--- src/rtl/pipelined_decode_unit_if.sv ---
// IF -> ID -> EX bus for the registered decode stage: valid/ready handshakes, flush,
// the decoded control bundle and the stall counter.
interface pipelined_decode_unit_if #(
  parameter int PC_W    = 32,
  parameter int ALUOP_W = 4,
  parameter int CNT_W   = 16
) ();
  logic               in_valid;
  logic               in_ready;
  logic [31:0]        in_instr;
  logic [PC_W-1:0]    in_pc;
  logic               flush;
  logic               out_valid;
  logic               out_ready;
  logic [PC_W-1:0]    out_pc;
  logic [4:0]         out_rs;
  logic [4:0]         out_rt;
  logic [4:0]         out_rd;
  logic [4:0]         out_shamt;
  logic [15:0]        out_imm;
  logic [ALUOP_W-1:0] out_alu_op;
  logic [11:0]        out_ctrl;
  logic               out_illegal;
  logic [CNT_W-1:0]   stall_count;

  modport slave (
    input  in_valid, in_instr, in_pc, flush, out_ready,
    output in_ready, out_valid, out_pc, out_rs, out_rt, out_rd, out_shamt,
           out_imm, out_alu_op, out_ctrl, out_illegal, stall_count
  );

  modport master (
    output in_valid, in_instr, in_pc, flush, out_ready,
    input  in_ready, out_valid, out_pc, out_rs, out_rt, out_rd, out_shamt,
           out_imm, out_alu_op, out_ctrl, out_illegal, stall_count
  );
endinterface

--- src/rtl/pipelined_decode_unit.sv ---
// ID-stage decoder with an ID/EX output register, load-use bubble insertion,
// redirect flush, illegal-encoding flag and a saturating stall counter.
module pipelined_decode_unit #(
  parameter int PC_W            = 32,
  parameter int ALUOP_W         = 4,
  parameter int LOAD_USE_DETECT = 1,
  parameter int JAL_LINK        = 1,
  parameter int CNT_W           = 16
) (
  input  logic                   clk,
  input  logic                   rst_n,
  pipelined_decode_unit_if.slave dec_if
);

  localparam logic [11:0] C_ARITH  = 12'h800;
  localparam logic [11:0] C_JR     = 12'h400;
  localparam logic [11:0] C_JAL    = 12'h200;
  localparam logic [11:0] C_JUMP   = 12'h100;
  localparam logic [11:0] C_BNE    = 12'h080;
  localparam logic [11:0] C_ALUSRC = 12'h040;
  localparam logic [11:0] C_REGWR  = 12'h020;
  localparam logic [11:0] C_MEMWR  = 12'h010;
  localparam logic [11:0] C_MEM2RG = 12'h008;
  localparam logic [11:0] C_MEMRD  = 12'h004;
  localparam logic [11:0] C_BRANCH = 12'h002;
  localparam logic [11:0] C_REGDST = 12'h001;

  localparam logic [11:0] CTRL_RTYPE = C_ARITH | C_REGWR | C_REGDST;
  localparam logic [11:0] CTRL_ITYPE = C_ARITH | C_REGWR | C_ALUSRC;
  localparam logic [11:0] CTRL_LW    = C_MEMRD | C_MEM2RG | C_REGWR | C_ALUSRC;
  localparam logic [11:0] CTRL_SW    = C_MEMWR | C_ALUSRC;

  localparam logic [5:0] OP_RTYPE = 6'h00;
  localparam logic [5:0] OP_LW    = 6'h23;
  localparam logic [5:0] OP_SW    = 6'h2B;
  localparam logic [5:0] OP_BEQ   = 6'h04;
  localparam logic [5:0] OP_BNE   = 6'h05;

  typedef struct packed {
    logic [11:0] ctrl;
    logic [3:0]  alu;
    logic        illegal;
    logic [4:0]  rd;
  } dec_t;

  typedef struct packed {
    logic [PC_W-1:0]    pc;
    logic [4:0]         rs;
    logic [4:0]         rt;
    logic [4:0]         rd;
    logic [4:0]         shamt;
    logic [15:0]        imm;
    logic [ALUOP_W-1:0] alu_op;
    logic [11:0]        ctrl;
    logic               illegal;
  } payload_t;

  typedef enum logic [0:0] {ST_RUN = 1'b0, ST_BUBBLE = 1'b1} state_e;

  function automatic dec_t decode(input logic [31:0] instr);
    dec_t d;
    d.ctrl    = 12'h000;
    d.alu     = 4'd0;
    d.illegal = 1'b0;
    d.rd      = instr[15:11];
    case (instr[31:26])
      OP_RTYPE: begin
        case (instr[5:0])
          6'h20:   begin d.ctrl = CTRL_RTYPE; d.alu = 4'd0; end
          6'h22:   begin d.ctrl = CTRL_RTYPE; d.alu = 4'd1; end
          6'h24:   begin d.ctrl = CTRL_RTYPE; d.alu = 4'd2; end
          6'h25:   begin d.ctrl = CTRL_RTYPE; d.alu = 4'd3; end
          6'h2A:   begin d.ctrl = CTRL_RTYPE; d.alu = 4'd4; end
          6'h26:   begin d.ctrl = CTRL_RTYPE; d.alu = 4'd5; end
          6'h27:   begin d.ctrl = CTRL_RTYPE; d.alu = 4'd6; end
          6'h00:   begin d.ctrl = CTRL_RTYPE; d.alu = 4'd7; end
          6'h02:   begin d.ctrl = CTRL_RTYPE; d.alu = 4'd8; end
          6'h08:   d.ctrl = C_JUMP | C_JR;
          default: d.illegal = 1'b1;
        endcase
      end
      6'h08:   begin d.ctrl = CTRL_ITYPE; d.alu = 4'd0; end
      6'h0C:   begin d.ctrl = CTRL_ITYPE; d.alu = 4'd2; end
      6'h0D:   begin d.ctrl = CTRL_ITYPE; d.alu = 4'd3; end
      6'h0E:   begin d.ctrl = CTRL_ITYPE; d.alu = 4'd5; end
      6'h0A:   begin d.ctrl = CTRL_ITYPE; d.alu = 4'd4; end
      OP_LW:   d.ctrl = CTRL_LW;
      OP_SW:   d.ctrl = CTRL_SW;
      OP_BEQ:  begin d.ctrl = C_BRANCH; d.alu = 4'd1; end
      OP_BNE:  begin d.ctrl = C_BRANCH | C_BNE; d.alu = 4'd1; end
      6'h02:   d.ctrl = C_JUMP;
      6'h03: begin
        if (JAL_LINK != 0) begin
          d.ctrl = C_JUMP | C_JAL | C_REGWR;
          d.rd   = 5'd31;
        end else begin
          d.ctrl = C_JUMP | C_JAL;
        end
      end
      default: d.illegal = 1'b1;
    endcase
    return d;
  endfunction

  state_e           state_q, state_d;
  payload_t         payload_q, payload_d;
  logic             valid_q, valid_d;
  logic             lw_pend_q, lw_pend_d;
  logic [4:0]       lw_rt_q, lw_rt_d;
  logic [CNT_W-1:0] stall_q, stall_d;

  logic [5:0] op_s;
  logic [4:0] rs_s;
  logic [4:0] rt_s;
  logic       uses_rt_s;
  logic       hazard_s;
  logic       advance_s;
  logic       in_ready_s;
  logic       bubble_s;
  logic       accept_s;
  dec_t       dec_s;

  assign op_s      = dec_if.in_instr[31:26];
  assign rs_s      = dec_if.in_instr[25:21];
  assign rt_s      = dec_if.in_instr[20:16];
  assign uses_rt_s = (op_s == OP_RTYPE) || (op_s == OP_BEQ) || (op_s == OP_BNE) || (op_s == OP_SW);
  assign hazard_s  = (LOAD_USE_DETECT != 0) && lw_pend_q && (lw_rt_q != 5'd0) &&
                     ((rs_s == lw_rt_q) || ((rt_s == lw_rt_q) && uses_rt_s));
  assign advance_s = !valid_q || dec_if.out_ready;
  assign accept_s  = dec_if.in_valid && in_ready_s;
  assign dec_s     = decode(dec_if.in_instr);

  // FSM state register
  always_ff @(posedge clk) begin
    if (!rst_n) begin
      state_q <= ST_RUN;
    end else begin
      state_q <= state_d;
    end
  end

  // FSM next-state: a bubble parks us in BUBBLE until the held instruction is taken
  always_comb begin
    state_d = state_q;
    case (state_q)
      ST_RUN: begin
        if (dec_if.flush) begin
          state_d = ST_RUN;
        end else if (dec_if.in_valid && hazard_s && advance_s) begin
          state_d = ST_BUBBLE;
        end else begin
          state_d = ST_RUN;
        end
      end
      ST_BUBBLE: begin
        if (dec_if.flush) begin
          state_d = ST_RUN;
        end else if (dec_if.in_valid && advance_s) begin
          state_d = ST_RUN;
        end else begin
          state_d = ST_BUBBLE;
        end
      end
      default: state_d = ST_RUN;
    endcase
  end

  // FSM outputs: input handshake and bubble strobe
  always_comb begin
    in_ready_s = 1'b0;
    bubble_s   = 1'b0;
    case (state_q)
      ST_RUN: begin
        in_ready_s = advance_s && !hazard_s && !dec_if.flush;
        bubble_s   = dec_if.in_valid && hazard_s && advance_s && !dec_if.flush;
      end
      ST_BUBBLE: begin
        in_ready_s = advance_s && !dec_if.flush;
        bubble_s   = 1'b0;
      end
      default: begin
        in_ready_s = 1'b0;
        bubble_s   = 1'b0;
      end
    endcase
  end

  // ID/EX register, hazard tracker and stall counter next state
  always_comb begin
    valid_d   = valid_q;
    lw_pend_d = lw_pend_q;
    lw_rt_d   = lw_rt_q;
    stall_d   = stall_q;
    payload_d = payload_q;
    if (dec_if.flush) begin
      valid_d   = 1'b0;
      lw_pend_d = 1'b0;
    end else if (bubble_s) begin
      valid_d   = 1'b0;
      lw_pend_d = 1'b0;
      if (stall_q == {CNT_W{1'b1}}) begin
        stall_d = stall_q;
      end else begin
        stall_d = stall_q + CNT_W'(1'b1);
      end
    end else if (accept_s) begin
      valid_d           = 1'b1;
      lw_pend_d         = (op_s == OP_LW);
      lw_rt_d           = rt_s;
      payload_d.pc      = dec_if.in_pc;
      payload_d.rs      = rs_s;
      payload_d.rt      = rt_s;
      payload_d.rd      = dec_s.rd;
      payload_d.shamt   = dec_if.in_instr[10:6];
      payload_d.imm     = dec_if.in_instr[15:0];
      payload_d.alu_op  = ALUOP_W'(dec_s.alu);
      payload_d.ctrl    = dec_s.ctrl;
      payload_d.illegal = dec_s.illegal;
    end else if (advance_s) begin
      valid_d = 1'b0;
    end else begin
      valid_d = valid_q;
    end
  end

  // Datapath registers
  always_ff @(posedge clk) begin
    if (!rst_n) begin
      valid_q   <= 1'b0;
      lw_pend_q <= 1'b0;
      lw_rt_q   <= 5'd0;
      stall_q   <= {CNT_W{1'b0}};
      payload_q <= {$bits(payload_t){1'b0}};
    end else begin
      valid_q   <= valid_d;
      lw_pend_q <= lw_pend_d;
      lw_rt_q   <= lw_rt_d;
      stall_q   <= stall_d;
      payload_q <= payload_d;
    end
  end

  assign dec_if.in_ready    = in_ready_s;
  assign dec_if.out_valid   = valid_q;
  assign dec_if.out_pc      = payload_q.pc;
  assign dec_if.out_rs      = payload_q.rs;
  assign dec_if.out_rt      = payload_q.rt;
  assign dec_if.out_rd      = payload_q.rd;
  assign dec_if.out_shamt   = payload_q.shamt;
  assign dec_if.out_imm     = payload_q.imm;
  assign dec_if.out_alu_op  = payload_q.alu_op;
  assign dec_if.out_ctrl    = payload_q.ctrl;
  assign dec_if.out_illegal = payload_q.illegal;
  assign dec_if.stall_count = stall_q;

endmodule

--- src/flat_wrapper.sv ---
// flat-port wrapper written by rule: the top's interface ports become plain ports
module pipelined_decode_unit_flat 
#(
  parameter int PC_W            = 32,
  parameter int ALUOP_W         = 4,
  parameter int LOAD_USE_DETECT = 1,
  parameter int JAL_LINK        = 1,
  parameter int CNT_W           = 16
)
  (clk, rst_n, dec_if_in_valid, dec_if_in_instr, dec_if_in_pc, dec_if_flush, dec_if_out_ready, dec_if_in_ready, dec_if_out_valid, dec_if_out_pc, dec_if_out_rs, dec_if_out_rt, dec_if_out_rd, dec_if_out_shamt, dec_if_out_imm, dec_if_out_alu_op, dec_if_out_ctrl, dec_if_out_illegal, dec_if_stall_count);
  pipelined_decode_unit_if #(.PC_W(PC_W), .ALUOP_W(ALUOP_W), .CNT_W(CNT_W)) dec_if_i ();
  input  logic clk;
  input  logic rst_n;
  input wire logic [$bits(dec_if_i.in_valid)-1:0] dec_if_in_valid;
  input wire logic [$bits(dec_if_i.in_instr)-1:0] dec_if_in_instr;
  input wire logic [$bits(dec_if_i.in_pc)-1:0] dec_if_in_pc;
  input wire logic [$bits(dec_if_i.flush)-1:0] dec_if_flush;
  input wire logic [$bits(dec_if_i.out_ready)-1:0] dec_if_out_ready;
  output wire logic [$bits(dec_if_i.in_ready)-1:0] dec_if_in_ready;
  output wire logic [$bits(dec_if_i.out_valid)-1:0] dec_if_out_valid;
  output wire logic [$bits(dec_if_i.out_pc)-1:0] dec_if_out_pc;
  output wire logic [$bits(dec_if_i.out_rs)-1:0] dec_if_out_rs;
  output wire logic [$bits(dec_if_i.out_rt)-1:0] dec_if_out_rt;
  output wire logic [$bits(dec_if_i.out_rd)-1:0] dec_if_out_rd;
  output wire logic [$bits(dec_if_i.out_shamt)-1:0] dec_if_out_shamt;
  output wire logic [$bits(dec_if_i.out_imm)-1:0] dec_if_out_imm;
  output wire logic [$bits(dec_if_i.out_alu_op)-1:0] dec_if_out_alu_op;
  output wire logic [$bits(dec_if_i.out_ctrl)-1:0] dec_if_out_ctrl;
  output wire logic [$bits(dec_if_i.out_illegal)-1:0] dec_if_out_illegal;
  output wire logic [$bits(dec_if_i.stall_count)-1:0] dec_if_stall_count;
  assign dec_if_i.in_valid = dec_if_in_valid;
  assign dec_if_i.in_instr = dec_if_in_instr;
  assign dec_if_i.in_pc = dec_if_in_pc;
  assign dec_if_i.flush = dec_if_flush;
  assign dec_if_i.out_ready = dec_if_out_ready;
  assign dec_if_in_ready = dec_if_i.in_ready;
  assign dec_if_out_valid = dec_if_i.out_valid;
  assign dec_if_out_pc = dec_if_i.out_pc;
  assign dec_if_out_rs = dec_if_i.out_rs;
  assign dec_if_out_rt = dec_if_i.out_rt;
  assign dec_if_out_rd = dec_if_i.out_rd;
  assign dec_if_out_shamt = dec_if_i.out_shamt;
  assign dec_if_out_imm = dec_if_i.out_imm;
  assign dec_if_out_alu_op = dec_if_i.out_alu_op;
  assign dec_if_out_ctrl = dec_if_i.out_ctrl;
  assign dec_if_out_illegal = dec_if_i.out_illegal;
  assign dec_if_stall_count = dec_if_i.stall_count;
  pipelined_decode_unit #(.PC_W(PC_W), .ALUOP_W(ALUOP_W), .LOAD_USE_DETECT(LOAD_USE_DETECT), .JAL_LINK(JAL_LINK), .CNT_W(CNT_W)) u_core (.clk(clk), .rst_n(rst_n), .dec_if(dec_if_i));
endmodule
--- config.mk ---
export PLATFORM = sky130hd
export DESIGN_NAME = pipelined_decode_unit_flat
export DESIGN_NICKNAME = d
export VERILOG_FILES = /design/src/rtl/pipelined_decode_unit_if.sv /design/src/rtl/pipelined_decode_unit.sv /design/src/flat_wrapper.sv
export SDC_FILE = /design/constraint.sdc
export NUM_CORES = 1
export LEC_CHECK = 0
export CAP_MARGIN = 20
export CORE_MARGIN = 1.5
export CORE_UTILIZATION = 44
export DETAILED_ROUTE_END_ITERATION = 8
export PLACE_DENSITY = 0.81
export SYNTH_ARGS = -nofsm -noshare
export SYNTH_HDL_FRONTEND = slang
export SYNTH_SLANG_ARGS = --single-unit
--- constraint.sdc ---
create_clock -name clk -period 4.16 [get_ports clk]
set_input_delay 1.248 -clock clk [delete_from_list [all_inputs] [get_ports clk]]
set_output_delay 1.248 -clock clk [all_outputs]
set_load 0.1 [all_outputs]
==> results of run 1 <==
-- flip-flops by register name, summed over array words and instances, names as in the netlist --
| signal | count |
|---|---|
| u_core.dec_if.out_rt | 5 |
| u_core.dec_if.stall_count | 16 |
| u_core.dec_if.out_rd | 5 |
| u_core.dec_if.out_valid | 1 |
| u_core.state_q | 1 |
| u_core.dec_if.out_rs | 5 |
| u_core.dec_if.out_illegal | 1 |
| u_core.dec_if.out_pc | 32 |
| u_core.dec_if.out_imm | 16 |
| u_core.dec_if.out_ctrl | 11 |
| u_core.dec_if.out_alu_op | 4 |
| u_core.lw_pend_q | 1 |
-- path summary, 6_finish.rpt --
path	startpoint	to	cells after the start
worst min register to register	u_core.dec_if.out_pc[8]$_SDFFE_PN0P_	u_core.dec_if.out_pc[8]$_SDFFE_PN0P_	2
worst max register to register	u_core.dec_if.out_rt[1]$_SDFFE_PN0P_	u_core.dec_if.stall_count[12]$_SDFFE_PN0P_	19
worst max-delay path	dec_if_in_instr[18]	u_core.dec_if.stall_count[12]$_SDFFE_PN0P_	20
worst min-delay path	u_core.dec_if.out_pc[8]$_SDFFE_PN0P_	u_core.dec_if.out_pc[8]$_SDFFE_PN0P_	2
-- repair_timing --
action | in CTS | in global routing
resized for setup | 19 | 20
gates cloned | 0 | 0
pin swaps | 6 | 11
setup endpoints to repair | 1 | 2
setup buffers | 14 | 2
endpoints found under the hold margin | 0 | 0
-- report_power, final --
part	internal, mW	switching, mW	leakage, nW
clock network	0.310	0.319	0.0986
registers	0.970	0.0200	0.797
logic	0.168	0.385	1.45
-- metal layers --
layer  up-vias  global-route usage
li1       2252                   -
met1      2034               0.283
met2       144               0.388
met3        24              0.0575
met4         0              0.0885
met5         -                   0
-- worst min-delay path, delay by kind of cell (launching register included) --
kind	cells	cell delay (ns)
compound gates	1	0.05
flops	1	0.32
simple gates	1	0.06
-- through the flow --
step	cell area [um2]	setup slack, ns
after global placement	6160	-0.235
after global routing	6510	-0.0344
after CTS	6470	0.0180
after floorplan	4340	0.139
after detailed placement	6160	-0.261
final	6510	0.0172
-- layout by cell type, fill, tap and decap left out, types with 3 or more instances in the layout --
cell type and n:
clkdlybuf4s50_1 154, dfxtp_1 98, nand3_1 87, nand2_1 75, o21ai_1 71, buf_4 31
a21oi_1 20, nor2_1 18, o21ai_0 11, clkbuf_8 11, o31ai_1 10, or3_1 9
xor2_1 8, or4_1 8, nand4_1 6, nor3_1 6, mux2i_1 6, inv_1 5
dlymetal6s2s_1 5, nor2b_1 4, xnor2_1 4, nand2b_1 4, nor4_1 4, o21a_1 4
clkbuf_2 4, buf_12 4, clkdlybuf4s15_1 3
-- kinds of logic after synthesis --
logic type                 share of synthesized area
AOI/OAI and AO/OA                              0.183
adders and majority gates                    0.00289
DFF                                            0.453
buffers and inverters                         0.0574
and+or+nand+nor                                0.262
xor gates and xnor gates                      0.0263
muxes                                         0.0162
-- cell type report --
cell class                 instances  share of cell area
clock buffer                      12              0.0238
clock inverter                     4             0.00768
inverter                           5             0.00288
multi-input combinational        391               0.333
sequential                        98               0.301
tap                              133              0.0256
timing repair buffer             204               0.305
==> metrics, run 1 <==
status finished, final reports clean; # fillers 807; DR vias/cell 5.26; Finished Core Util 0.672; Fmax 241 MHz; gr usage total 0.230; Worst path max stage delay 0.47 ns; EDFF count, synth 0; synth top area cells dfxtp_1 (45%), nand3_1 (10%), o21ai_1 (8.2%); met3 WL 804 um; initial core utilization 0.448; Slew Limit Fails 0; Clock Latency Late Sink 0.36 ns; most frequent cell after synthesis dfxtp_1; worst slew margin relative to its limit 0.314; Setup-failing EPs final 0; crit-path max FO 2; crit path cell chain clkdlybuf4s15_1 -> xor2_1 -> nor4_2 -> and3_4 -> nor2_2 -> buf_4 -> buf_4 -> buf_4 -> buf_4 -> buf_4 -> buf_4 -> buf_4 -> buf_4 -> buf_4 -> buf_4 -> buf_4 -> buf_4 -> buf_4 -> or4_4 -> a21oi_2; PwrDens 333 nW/um2; Top Metal Used met4; Seq/Total Area, Yosys 0.453; TritonRoute pass-1 iters 4; Least-Margin Pin Slew 1.03 ns; area of the multi-input gates 2170 um2; DR WL/cell 14.6 um; cell area after synthesis 4340 um2; Top Family by Delay on Critical Path buffers and inverters; CP max-delay cell or4_4; Syn Area/Cell 7.95 um2; die width 102 um; kind of critical path primary input to flip-flop; Yosys top cell by area dfxtp_1; HPWL Detailed 8.50 mm; Pwr Total 2.17 mW; vias in the first global route 4132; dominant synthesized flop cell dfxtp_1; # hold bufs at CTS 0; first-pass GRT wire length 19.2 mm; max_cap viols 0; cell count after placement 815; routability cong. 0.882; Lkg Pwr 2.34 nW; Hold Fails Final Rpt 0; CTS Buf Count 9; largest net degree at the start of global routing 99; critical path arrival 4.43 ns; Crit path top cell by count buf_4; Longest Clk Path Bufs 2; top cells by count, synth dfxtp_1 (98), nand3_1 (87), nand2_1 (75); CTS tree done; # port buffers 171; die footprint 10500 um2; Crit. End Element flip-flop; Post-Route WL 12.4 mm; metal2 WL 6.04 mm; Layout Area Growth over Synthesis 50.2%; crit path buf inv count 14; grt ovf 0; VDD IR max 0.189 mV; Hold WS 0.459 ns; Clock Tree Root clkbuf_8; Antenna diodes 0; Post-Syn Instances 545; # clock sinks 98; Nets 779; Synth cell types 46; # DRC 0; Setup TNS 0 ns; top cell type's share of synthesized area 0.453; cell row count 36; floorplan core area 9680 um2; initial antenna violation count 0; HP Class flip-flop to flip-flop; Setup Skew 0.0120 ns; Async SR Flop Fraction 0; DRT iter0 DRCs 175; antenna viol nets, final 0; Mapped Nets 615; num ports 172; Final period util 0.996; via count 4454; R2R Setup Slk 0.68 ns; Ys Warns 0; Worst EP required 4.45 ns; Clock transition at path regs 0.10 ns; Sequential Area 1960 um2; Met1 Wirelength 5.25 mm; H-Tree Depth 3; Die Span Y 102 um; Synth Register Bits 98; ratio of cells with drive above 1 in the final layout 0.0966; Non-Filler Instances 847; CP Launch Type primary input; fin crit period 4.14 ns
Power figures use the tool's default switching activity.
==> inputs of run 2 (changes only) <==
--- a/config.mk
+++ b/config.mk
@@ -9,6 +9,7 @@
 export CORE_MARGIN = 1.5
 export CORE_UTILIZATION = 44
 export DETAILED_ROUTE_END_ITERATION = 8
+export GPL_TIMING_DRIVEN = 0
 export PLACE_DENSITY = 0.81
 export SYNTH_ARGS = -nofsm -noshare
 export SYNTH_HDL_FRONTEND = slang
==> run 2 against run 1 <==
Compared with the run above: non-clock buffer count is 20 higher; clock-buffer cell count fell by 1; utilization shrank 0.62 points; hold slack about the same; global-route usage grew 2.5 points; first-iteration DRC count up 23%; sequential cell count stayed put; critical path depth fell by 12; wire length is 9.8% higher; cell count rose by 2.4%; highest routed layer unchanged; sequential power about the same; critical path type is now primary input to output pin.
==> metrics, run 2 (same netlist as run 1, synthesis figures left out) <==
Crit Reg-Reg Startpoint u_core.dec_if.out_rt[0]$_SDFFE_PN0P_; Longest Clk Path Bufs 2 (unchanged); Clock Latency Late Sink 0.36 ns (about the same); VDD IR max 0.244 mV (+29%); Nets 799 (+2.6%); max_cap viols 0 (unchanged); DR WL/cell 15.7 um (+7.3%); CP max-delay cell or3_1; Clock Tree Root clkbuf_8; die footprint 10500 um2 (unchanged); Top Family by Delay on Critical Path simple AND/OR/NAND/NOR gates; CP Launch Type primary input; ratio of cells with drive above 1 in the final layout 0.0817 (-0.0149); Worst path max stage delay 0.37 ns (-0.10 ns); Lkg Pwr 2.29 nW (-2.4%); HP Class flip-flop to flip-flop; num ports 172 (unchanged); largest net degree at the start of global routing 17 (-83%); Least-Margin Pin Slew 1.01 ns (-0.0188 ns); # DRC 0 (unchanged); first-pass GRT wire length 20.9 mm (+9.0%); Worst EP required 2.91 ns (-1.54 ns); routability cong. 0.913 (+3.5%); die width 102 um (unchanged); Fmax 245 MHz (+1.6%); Final period util 0.980 (-0.0155); Antenna diodes 0 (unchanged); H-Tree Depth 3 (unchanged); via count 4666 (+4.8%); grt ovf 0 (unchanged); crit path buf inv count 2 (-12); max FFs per register 32 (unchanged); worst slew margin relative to its limit 0.326 (+0.0126); commonest non-fill, non-tap cell in the layout clkdlybuf4s50_1; crit path cell chain buf_2 -> or3_1 -> mux2i_1 -> and3_4 -> nor2_2 -> or2_1 -> and3b_2 -> buf_12; # clock sinks 98 (unchanged); worst reg-to-reg path cell count 10 (-9); Clock transition at path regs 0.09 ns (about the same); initial antenna violation count 0 (unchanged); Hold Fails Final Rpt 0 (unchanged); HPWL Detailed 10.2 mm (+20%); CTS tree done; Die Span Y 102 um (unchanged); fin crit period 4.08 ns (-0.0644 ns); TritonRoute pass-1 iters 5 (+1); status finished, final reports clean; crit-path max FO 9 (+7); Setup-failing EPs final 0 (unchanged); Finished Core Util 0.666 (-0.00620); # port buffers 165 (-3.5%); hold endpoint u_core.dec_if.out_pc[9]$_SDFFE_PN0P_; kind of critical path primary input to output pin; cell row count 36 (unchanged); CTS Buf Count 9 (unchanged); most frequent cells in the layout clkdlybuf4s50_1 (153), dfxtp_1 (98), nand3_1 (87); Post-Route WL 13.6 mm (+9.8%); CP Depth 8 (-60%); R2R Setup Slk 1.69 ns (+1.01 ns); Hold Crit Start u_core.dec_if.out_pc[9]$_SDFFE_PN0P_; Setup Skew 0.0142 ns (+0.00215 ns); DR vias/cell 5.38 (+2.3%); critical path arrival 2.83 ns (-1.60 ns); antenna viol nets, final 0 (unchanged); Slew Limit Fails 0 (unchanged); Pwr Total 2.18 mW (+0.33%); PwrDens 338 nW/um2 (+1.3%); vias in the first global route 4369 (+5.7%); floorplan core area 9680 um2 (unchanged); Layout Area Growth over Synthesis 48.8%; initial core utilization 0.448 (unchanged); Crit. End Element output pin; hold path cells 2 (unchanged); FF-to-FF End u_core.dec_if.stall_count[4]$_SDFFE_PN0P_; DRT iter0 DRCs 216 (+23%); gr usage total 0.255 (+0.0247); # fillers 813 (+0.74%)
-- run 2: changes by cell type in the layout (fill, tap and decap cells not counted), moves of 2 or more --
cell | before | now
buf_12 | 4 | 1
buf_4 | 31 | 14
clkbuf_1 | 1 | 29
buf_1 | 0 | 2
inv_6 | 0 | 2
clkdlybuf4s15_1 | 3 | 1
buf_2 | 1 | 14
dlymetal6s2s_1 | 5 | 3
clkinvlp_4 | 2 | 0
-- run 2: area by class of cell --
class / instances / area [um2] / area share
clock inverters: 5 / 61.3 / 0.00950
inverters: 5 / 18.8 / 0.00291
flip-flops and latches: 98 / 1960 / 0.304
well taps: 133 / 166 / 0.0258
repair buffers: 173 / 1710 / 0.265
clock buffers: 11 / 141 / 0.0219
multi-input cells: 391 / 2150 / 0.333
plain buffers: 51 / 241 / 0.0374
-- run 2: stage by stage --
step                std cells  cell area [um2]  setup WS, ns   TNS, ns  hold WS, ns
finish                    867             6450        0.0816         0        0.458
CTS                       864             6420       0.00971         0        0.462
global placement          843             6150         -1.14     -1.14        0.440
detailed placement        843             6150         -1.17     -1.17        0.448
floorplan                 545             4340         0.139         0        0.432
global route              867             6450      -0.00870  -0.00870        0.479
-- run 2: how the worst max path moves through the flow --
stage / start / endpoint / slack, ns
finish: dec_if_in_instr[31] / dec_if_in_ready / 0.08
global route: dec_if_in_instr[19] / dec_if_in_ready / -0.009
CTS: dec_if_in_instr[31] / dec_if_in_ready / 0.01
detailed placement: dec_if_in_instr[29] / dec_if_in_ready / -1.17
global placement: dec_if_in_instr[29] / dec_if_in_ready / -1.14
floorplan: dec_if_in_instr[31] / dec_if_in_ready / 0.14
-- run 2: where the power goes --
group	leakage [nW]	internal (mW)	switching, mW
Combinational	1.38	0.161	0.393
Clock	0.104	0.299	0.334
Sequential	0.797	0.970	0.0206
-- run 2: worst reg2reg max path, stage by stage (launching register included) --
cell and delay [ns]:
dfxtp_1 0.49, xor2_1 0.21, nor2_2 0.08, and3_4 0.17
buf_4 0.13, buf_4 0.12, o21ai_2 0.34, buf_2 0.30
buf_2 0.26, nor3_1 0.08, o21a_1 0.19
-- run 2: what timing repair did --
item                       4_1_cts  5_1_grt
hold buffers                     0        0
setup buffers                    5        3
setup endpoints to repair        1        1
pin swaps                        4        8
resized for setup               24       17
-- run 2: routing by layer --
| layer | track usage | vias to the layer above | share of wire |
|---|---|---|---|
| li1 | - | 2295 | - |
| met4 | 0.0854 | 0 | 0.015 |
| met1 | 0.318 | 2157 | 0.42 |
| met2 | 0.432 | 197 | 0.49 |
| met3 | 0.0616 | 17 | 0.076 |
| met5 | 0 | - | 0 |
==> inputs of run 3 (changes only) <==
--- a/config.mk
+++ b/config.mk
@@ -8,9 +8,10 @@
 export CAP_MARGIN = 20
 export CORE_MARGIN = 1.5
 export CORE_UTILIZATION = 44
+export CTS_CLUSTER_SIZE = 30
 export DETAILED_ROUTE_END_ITERATION = 8
 export GPL_TIMING_DRIVEN = 0
-export PLACE_DENSITY = 0.81
+export PLACE_DENSITY = 0.85
 export SYNTH_ARGS = -nofsm -noshare
 export SYNTH_HDL_FRONTEND = slang
 export SYNTH_SLANG_ARGS = --single-unit
==> run 3 against run 2 <==
Compared with the run above: the run now ends with setup timing left; combinational power hardly changed; register-to-register slack improved by 0.04 ns; largest cell class unchanged; cell count decreased by 0.35%; hold slack hardly changed; die area did not move; design area shrank 0.31%; total power hardly changed; clock power about the same; sequential cell count unchanged; utilization fell by 0.21 points; sequential power about the same; first-iteration DRC count shrank 12%.
==> metrics, run 3 (same netlist as run 1, synthesis figures left out) <==
# clock sinks 98 (unchanged); max_cap viols 0 (unchanged); Crit Reg-Reg Startpoint u_core.dec_if.out_rt[2]$_SDFFE_PN0P_; Least-Margin Pin Slew 1.01 ns (+0.000302 ns); Layout Area Growth over Synthesis 48.4%; Post-Route WL 13.6 mm (-0.32%); most frequent cells in the layout clkdlybuf4s50_1 (151), dfxtp_1 (98), nand3_1 (87); Sequential Area 1960 um2 (unchanged); commonest non-fill, non-tap cell in the layout clkdlybuf4s50_1; critical path arrival 2.99 ns (+0.16 ns); Fmax 236 MHz (-3.8%); CTS tree done; Non-Filler Instances 864 (-0.35%); DR WL/cell 15.7 um (about the same); Crit. End Element output pin; area of the multi-input gates 2150 um2 (-0.12%); via count 4701 (+0.75%); Clock Tree Root clkbuf_8; # fillers 814 (+0.12%); vias in the first global route 4339 (-0.69%); floorplan core area 9680 um2 (unchanged); status finished with violations; gr usage total 0.253 (-0.00156); Final period util 1.02 (+0.0388); worst setup path startpoint dec_if_in_instr[19]; initial antenna violation count 0 (unchanged); antenna viol nets, final 0 (unchanged); HP Class flip-flop to flip-flop; Clock Latency Late Sink 0.35 ns (about the same); TritonRoute pass-1 iters 5 (unchanged); kind of critical path primary input to output pin; R2R Setup Slk 1.73 ns (+0.04 ns); initial core utilization 0.448 (unchanged); grt ovf 0 (unchanged); first-pass GRT wire length 20.8 mm (-0.16%); crit-path max FO 2 (-7); # DRC 0 (unchanged); CP max-delay cell nor4_2; num ports 172 (unchanged); DRT iter0 DRCs 190 (-12%); CP Depth 8 (unchanged); CTS Buf Count 9 (unchanged); Worst path max stage delay 0.41 ns (+0.04 ns); largest net degree at the start of global routing 16 (-1); crit path cell chain clkdlybuf4s15_1 -> xor2_1 -> nor4_2 -> and3_4 -> nor2_2 -> or2_1 -> and3b_2 -> buf_12; hold path cells 2 (unchanged); Setup Skew 0.0111 ns (-0.00307 ns); Clock transition at path regs 0.09 ns (about the same); Nets 796 (-0.38%); cell row count 36 (unchanged); worst reg-to-reg path cell count 8 (-2); Setup-failing EPs final 1 (+1); CP endpoint dec_if_in_ready; Die Span Y 102 um (unchanged); Hold Fails Final Rpt 0 (unchanged); worst slack, placed -1.17 ns (+0.000540 ns); HPWL Detailed 10.1 mm (-1.3%); Pwr Total 2.18 mW (about the same); die width 102 um (unchanged); # port buffers 165 (unchanged); crit path buf inv count 2 (unchanged); fin crit period 4.24 ns (+0.161 ns); ratio of cells with drive above 1 in the final layout 0.0766 (-0.00514); routability cong. 0.923 (+1.1%); FF-to-FF End u_core.dec_if.out_ctrl[0]$_SDFFE_PN0P_; Antenna diodes 0 (unchanged); post-route setup slack -0.0797 ns (-0.161 ns); Longest Clk Path Bufs 2 (unchanged); DR vias/cell 5.44 (+1.1%); Top Family by Delay on Critical Path simple AND/OR/NAND/NOR gates; max FFs per register 32 (unchanged); VDD IR max 0.189 mV (-22%); CP Launch Type primary input; die footprint 10500 um2 (unchanged); Worst EP required 2.91 ns (about the same); PwrDens 338 nW/um2 (+0.24%); failing checks setup timing; Lkg Pwr 2.28 nW (-0.48%); H-Tree Depth 3 (unchanged); worst slew margin relative to its limit 0.326 (about the same); Slew Limit Fails 0 (unchanged); # hold bufs at CTS 0 (unchanged); cell count after placement 843 (unchanged)
-- run 3: where the power goes --
part	switching, mW	total, mW	internal [mW]
clock network	0.323	0.634	0.311
registers	0.0202	0.990	0.970
logic	0.394	0.553	0.159
total	0.738	2.18	1.44
-- run 3: cell type report --
type	instances	share of cell area
plain buffers	51	0.0385
clock buffers	12	0.0241
clock inverters	4	0.00778
inverters	5	0.00292
multi-input cells	391	0.334
flip-flops and latches	98	0.305
well taps	133	0.0259
repair buffers	170	0.262
-- run 3: how the worst min path moves through the flow --
stage | startpoint | to | slack [ns]
after floorplan | u_core.lw_pend_q$_SDFFE_PP0P_ | u_core.lw_pend_q$_SDFFE_PP0P_ | 0.43
after global placement | u_core.lw_pend_q$_SDFFE_PP0P_ | u_core.lw_pend_q$_SDFFE_PP0P_ | 0.44
after detailed placement | u_core.dec_if.out_pc[5]$_SDFFE_PN0P_ | u_core.dec_if.out_pc[5]$_SDFFE_PN0P_ | 0.45
after CTS | u_core.dec_if.out_pc[5]$_SDFFE_PN0P_ | u_core.dec_if.out_pc[5]$_SDFFE_PN0P_ | 0.46
after global routing | u_core.dec_if.out_imm[0]$_SDFFE_PN0P_ | u_core.dec_if.out_imm[0]$_SDFFE_PN0P_ | 0.48
final | u_core.dec_if.out_pc[5]$_SDFFE_PN0P_ | u_core.dec_if.out_pc[5]$_SDFFE_PN0P_ | 0.46
-- run 3: what timing repair did --
item	in CTS	in global routing
setup buffers	4	1
endpoints found under the setup margin	1	1
resized for setup	29	18
pin swaps	4	8
hold endpoints to repair	0	0
-- run 3: stage by stage --
step | area (um2) | hold WS, ns | setup TNS, ns | util
after global routing | 6430 | 0.476 | -0.0493 | 0.664
after global placement | 6150 | 0.440 | -1.14 | 0.636
after CTS | 6420 | 0.461 | 0 | 0.663
after detailed placement | 6150 | 0.449 | -1.17 | 0.636
final | 6430 | 0.459 | -0.0797 | 0.664
after floorplan | 4340 | 0.432 | 0 | -
-- run 3: tightest hold or removal path, stage by stage, from the launching register on --
cell,delay [ns]
dfxtp_1,0.32
nand3_1,0.05
o21ai_1,0.05
-- run 3: routing by layer --
layer	track usage	part of all wire
met3	0.0568	0.074
met2	0.423	0.47
met1	0.319	0.43
met4	0.0948	0.027
met5	0	0
